`src/rtl/cq_pkg.sv`:
```
// Shared constants and types for the circular queue.
package cq_pkg;

  localparam int unsigned CQ_DATA_W = 16;
  localparam int unsigned CQ_DEPTH  = 8;
  localparam int unsigned CQ_PTR_W  = $clog2(CQ_DEPTH);
  localparam int unsigned CQ_CNT_W  = CQ_PTR_W + 1;

  // Accepted-operation code: bit 1 = push accepted, bit 0 = pop accepted.
  typedef enum logic [1:0] {
    OpNone = 2'b00,
    OpPop  = 2'b01,
    OpPush = 2'b10,
    OpBoth = 2'b11
  } cq_op_e;

endpackage

```
`src/rtl/cq_ptr.sv`:
```
// Wrapping pointer counter: advances by one on inc, wraps at 2**W.
module cq_ptr #(
  parameter int unsigned W = cq_pkg::CQ_PTR_W
) (
  input  logic         clk,
  input  logic         reset_,
  input  logic         inc,
  output logic [W-1:0] ptr
);

  localparam logic [W-1:0] PtrOne = W'(1);

  logic [W-1:0] r_ptr;

  always_ff @(posedge clk or negedge reset_) begin
    if (!reset_) begin
      r_ptr <= '0;
    end else if (inc) begin
      r_ptr <= r_ptr + PtrOne;
    end
  end

  assign ptr = r_ptr;

endmodule

```
`src/rtl/circ_queue.sv`:
```
// Circular queue with show-ahead output and count-based full/empty.
// Optional sticky error flag enabled by defining CIRC_QUEUE_ERR_EN.
module circ_queue
  import cq_pkg::*;
#(
  parameter int unsigned DATA_W = CQ_DATA_W,
  parameter int unsigned DEPTH  = CQ_DEPTH
) (
  input  logic                         clk,
  input  logic                         reset_,
  input  logic                         push,
  input  logic [DATA_W-1:0]            din,
  input  logic                         pop,
  output logic [DATA_W-1:0]            dout,
  output logic                         full,
  output logic                         empty,
`ifdef CIRC_QUEUE_ERR_EN
  input  logic                         err_clr,
  output logic                         err,
`endif
  output logic [$clog2(DEPTH):0]       count
);

  localparam int unsigned PTR_W = $clog2(DEPTH);
  localparam int unsigned CNT_W = PTR_W + 1;
  localparam logic [CNT_W-1:0] CntOne  = CNT_W'(1);
  localparam logic [CNT_W-1:0] CntFull = CNT_W'(DEPTH);

  logic [CNT_W-1:0]  r_count;
  logic [CNT_W-1:0]  w_count_d;
  logic [PTR_W-1:0]  w_wptr;
  logic [PTR_W-1:0]  w_rptr;
  logic              w_push_ok;
  logic              w_pop_ok;
  logic [DEPTH-1:0]  w_we;
  cq_op_e            w_op;
  logic [DATA_W-1:0] r_mem [DEPTH];

  assign full      = (r_count == CntFull);
  assign empty     = (r_count == '0);
  assign count     = r_count;
  assign w_push_ok = push && !full;
  assign w_pop_ok  = pop && !empty;
  assign w_op      = cq_op_e'({w_push_ok, w_pop_ok});

  cq_ptr #(
    .W (PTR_W)
  ) u_wptr (
    .clk    (clk),
    .reset_ (reset_),
    .inc    (w_push_ok),
    .ptr    (w_wptr)
  );

  cq_ptr #(
    .W (PTR_W)
  ) u_rptr (
    .clk    (clk),
    .reset_ (reset_),
    .inc    (w_pop_ok),
    .ptr    (w_rptr)
  );

  always_comb begin
    w_count_d = r_count;
    unique case (w_op)
      OpPush:  w_count_d = r_count + CntOne;
      OpPop:   w_count_d = r_count - CntOne;
      default: w_count_d = r_count;
    endcase
  end

  always_ff @(posedge clk or negedge reset_) begin
    if (!reset_) begin
      r_count <= '0;
    end else begin
      r_count <= w_count_d;
    end
  end

  always_comb begin
    w_we = '0;
    if (w_push_ok) begin
      w_we[w_wptr] = 1'b1;
    end
  end

  // Storage is deliberately not reset; reset only discards entries via the pointers.
  always_ff @(posedge clk) begin
    for (int i = 0; i < DEPTH; i++) begin
      if (w_we[i]) begin
        r_mem[i] <= din;
      end
    end
  end

  assign dout = r_mem[w_rptr];

`ifdef CIRC_QUEUE_ERR_EN
  logic r_err;

  // A rejected access sets the flag and wins over a same-cycle clear.
  always_ff @(posedge clk or negedge reset_) begin
    if (!reset_) begin
      r_err <= 1'b0;
    end else if ((push && full) || (pop && empty)) begin
      r_err <= 1'b1;
    end else if (err_clr) begin
      r_err <= 1'b0;
    end
  end

  assign err = r_err;
`endif

endmodule

```
`config.mk`:
```
export PLATFORM = sky130hd
export DESIGN_NAME = circ_queue
export DESIGN_NICKNAME = d
export VERILOG_FILES = /design/src/rtl/cq_pkg.sv /design/src/rtl/cq_ptr.sv /design/src/rtl/circ_queue.sv
export SDC_FILE = /design/constraint.sdc
export NUM_CORES = 1
export LEC_CHECK = 0
export CAP_MARGIN = 25
export CORE_UTILIZATION = 52
export DETAILED_ROUTE_END_ITERATION = 10
export PLACE_DENSITY = 0.84
export SLEW_MARGIN = 0
export SYNTH_ARGS = -nofsm -noshare
export SYNTH_HDL_FRONTEND = slang
export SYNTH_SLANG_ARGS = --single-unit
```
`constraint.sdc`:
```
create_clock -name clk -period 2.74 [get_ports clk]
set_input_delay 0.548 -clock clk [delete_from_list [all_inputs] [get_ports clk]]
set_output_delay 0.548 -clock clk [all_outputs]
set_load 0.01 [all_outputs]
```
==> results.json, run 1 <==
{
  "critPathMaxFanout": 6,
  "synthCells": 253,
  "synth-edff-count": 128,
  "pin_count": 42,
  "synth_top_area_share_pct": 69.3,
  "ys_ff_latch": 138,
  "worstMarginPinSlew_ns": 0.522,
  "yosys-top-cells-area": "edfxtp_1 (69%), mux4_1 (9.5%), mux4_2 (4.9%), dfrtp_1 (4.5%), mux2_2 (3.7%)",
  "violations": "negative setup slack",
  "synth_warnings": 0,
  "routedWlPerCell_um": 23.9,
  "ff2ff_setup_slack_ns": 0.17,
  "cp-startpoint": "u_rptr.ptr[0]$_DFFE_PN0P_",
  "grtUsageTotal_pct": 23.0,
  "layout.nets": 362,
  "gp_congestion": 0.700,
  "die_h_um": 105,
  "clk_pin_slew_ns": 0.06,
  "synth_cell_types": 32,
  "syn_to_final_growth_pct": 26.8,
  "yosysTopAreaCell": "edfxtp_1",
  "sequentialPowerShare_pct": 35.5,
  "grt_antenna_before_repair": 0,
  "switchingPower_mw": 2.32,
  "syn-num-nets": 279,
  "ant_nets": 0,
  "critPathArrivalTime_ns": 2.30,
  "grt_pass1_wl_um": 17600,
  "grt_overflow": 0,
  "finalHoldViolCount": 0,
  "post-place-ws_ns": 0.0860,
  "drt_iter0_markers": 252,
  "wirelength_um": 11600,
  "grt_max_degree": 21,
  "clkSinkCount": 138,
  "placed_cell_area_mm2": 0.00625,
  "cts_hold_buf": 0,
  "cts_root_buf": "clkbuf_8",
  "synth_flop_cell": "edfxtp_1",
  "coreArea_mm2": 0.0103,
  "numCtsBuffers": 17,
  "avgSynthCellArea_um2": 21.9,
  "portBuffers": 41,
  "drive_above_1_share_pct": 39.3,
  "initial_core_util_pct": 53.7,
  "min_path_type": "in -> async",
  "rr_startpoint": "count[2]$_DFFE_PN0P_",
  "comb_power_share_pct": 36.5,
  "dieArea_mm2": 0.0111,
  "drt-pass1-iter-count": 4,
  "fin_crit_ns": 2.85,
  "final_cell_mix": "edfxtp_1 (128), mux4_2 (28), clkdlybuf4s50_1 (24), buf_4 (23), clkbuf_16 (16)",
  "p_int_mw": 5.83,
  "cts_buffer_depth": 2,
  "rows": 37,
  "clock_latency_ns": 0.52,
  "design_area_mm2": 0.00704,
  "end_kind": "output port",
  "drv_cap": 0,
  "grt_pass1_vias": 2913,
  "rr_worst_depth": 7,
  "die_w_um": 105,
  "setup-violations-final": 8,
  "min_period_over_period_pct": 104,
  "status": "finished, violations left",
  "via_per_inst": 5.76,
  "slew_viol_final": 0,
  "p_clk_share_pct": 28.0,
  "p_per_area_mw_per_mm2": 1160,
  "power.static_leakage_nw": 2.46,
  "rr_endpoint": "count[3]$_DFFE_PN0P_",
  "remaining_drc_errors": 0,
  "criticalPathCategory": "reg -> out",
  "worst_slack_ns": -0.112,
  "startpoint_type": "flip-flop",
  "htreeDepth": 4,
  "layout_commonest_cell": "edfxtp_1",
  "fin_tns_setup_ns": -0.467,
  "power.share.switching_pct": 28.5,
  "ir_drop_mv": 0.817,
  "postSynth.asyncResetShare_pct": 7.25,
  "antenna_cells": 0,
  "synth_area_mm2": 0.00555,
  "slew-limit-headroom_pct": 65.1,
  "yosysSeqAreaShare_pct": 73.8,
  "max_freq_mhz": 351,
  "dp.final_hpwl_um": 5490,
  "cts_tree": "built",
  "finalClockSkew_ns": 0.00806,
  "vias": 2795,
  "required_ns": 2.19,
  "rsz0062_at_grt": "yes"
}
through the flow:
step                utilization (%)  instances  hold WS, ns  power (mW)
floorplan                         -        253        0.252        4.35
global placement               60.5        437        0.593        5.26
detailed placement             60.5        437        0.602        5.33
CTS                            68.0        483        0.354        8.01
global route                   68.2        485        0.384        8.49
finish                         68.2        485        0.382        8.16
what timing repair did:
item,CTS,global route
buffers inserted,10,3
endpoints found under the setup margin,17,16
gates cloned,4,0
gates resized for setup,91,21
pin swaps,0,0
layout make-up:
cell class                      count  area (µm²)
Sequential cell                   138        4100
Multi-Input combinational cell     97        1370
Tap cell                          136         170
Fill cell                         627        3290
Inverter                            6        22.5
Timing Repair Buffer               76         779
Clock inverter                     13         174
Clock buffer                       19         422
registers in the layout, indices dropped and copies added (netlist names):
| name | flops |
|---|---|
| r_mem | 128 |
| u_rptr.ptr | 3 |
| count | 4 |
| u_wptr.ptr | 3 |
per-layer routing:
| layer | part of all wire [%] | global-route usage [%] | vias to the layer above |
|---|---|---|---|
| li1 | - | - | 1211 |
| met1 | 40 | 29.2 | 1469 |
| met2 | 53 | 38.9 | 100 |
| met3 | 5.3 | 5.69 | 15 |
| met4 | 1.3 | 8.15 | 0 |
| met5 | 0 | 0 | - |
cell usage after synthesis, types with 2 or more instances:
cell and number:
mux4_1 20, nor3_1 4, inv_1 6, xnor2_1 5, nand2b_1 2, buf_6 4, a21oi_1 2, clkbuf_1 3
nand3_1 4, nor4_1 2, nor2_1 3, edfxtp_1 128, dfrtp_1 10, nand2_1 6, mux2_2 18, ha_1 5
nor3b_1 3, buf_2 3, mux4_2 12
kinds of logic (layout without fill, tap and decap cells):
group           Yosys count  after routing  synth area share (%)
fa+ha+maj                 6              6                  1.49
compound gates            7              7                 0.925
buf+inv                  18            114                  1.85
xor+xnor                  6              6                 0.947
flops                   138            138                  73.8
simple gates             27             27                  2.82
mux                      51             51                  18.2
critical path, stage by stage, from the launching register on:
cell	delay (ns)
dfrtp_2	0.44
buf_6	0.16
buf_16	0.13
buf_6	0.11
mux4_2	0.53
mux2_4	0.30
buf_6	0.12
worst max-delay path by stage:
stage / endpoint / depth (start not counted) / slack [ns]
after detailed placement: count[3]$_DFFE_PN0P_ / 8 / 0.09
final: dout[14] / 6 / -0.11
after CTS: dout[5] / 5 / -0.15
after floorplan: count[3]$_DFFE_PN0P_ / 8 / 0.008
after global placement: count[3]$_DFFE_PN0P_ / 8 / 0.13
after global routing: dout[14] / 6 / -0.17
power groups by stage:
stage	Combinational [mW]	Sequential (mW)	Clock, mW
6_report	2.97	2.90	2.29
3_5_place_dp	2.43	2.90	0
2_1_floorplan	1.51	2.85	0
3_3_place_gp	2.39	2.87	0
4_1_cts	2.82	2.88	2.32
5_1_grt	3.15	2.93	2.41
No activity file was read; power rests on OpenSTA's default activity.
==> run 2, diff against run 1 <==
--- a/config.mk
+++ b/config.mk
@@ -5,7 +5,6 @@
 export SDC_FILE = /design/constraint.sdc
 export NUM_CORES = 1
 export LEC_CHECK = 0
-export CAP_MARGIN = 25
 export CORE_UTILIZATION = 52
 export DETAILED_ROUTE_END_ITERATION = 10
 export PLACE_DENSITY = 0.84
==> results of run 2 <==
No change in the layout: final DEF, timing and power equal those of run 1.
==> run 3, diff against run 2 <==
--- a/config.mk
+++ b/config.mk
@@ -5,6 +5,7 @@
 export SDC_FILE = /design/constraint.sdc
 export NUM_CORES = 1
 export LEC_CHECK = 0
+export CAP_MARGIN = 25
 export CORE_UTILIZATION = 52
 export DETAILED_ROUTE_END_ITERATION = 10
 export PLACE_DENSITY = 0.84
==> results of run 3 <==
No change in the layout: final DEF, timing and power equal those of run 1.
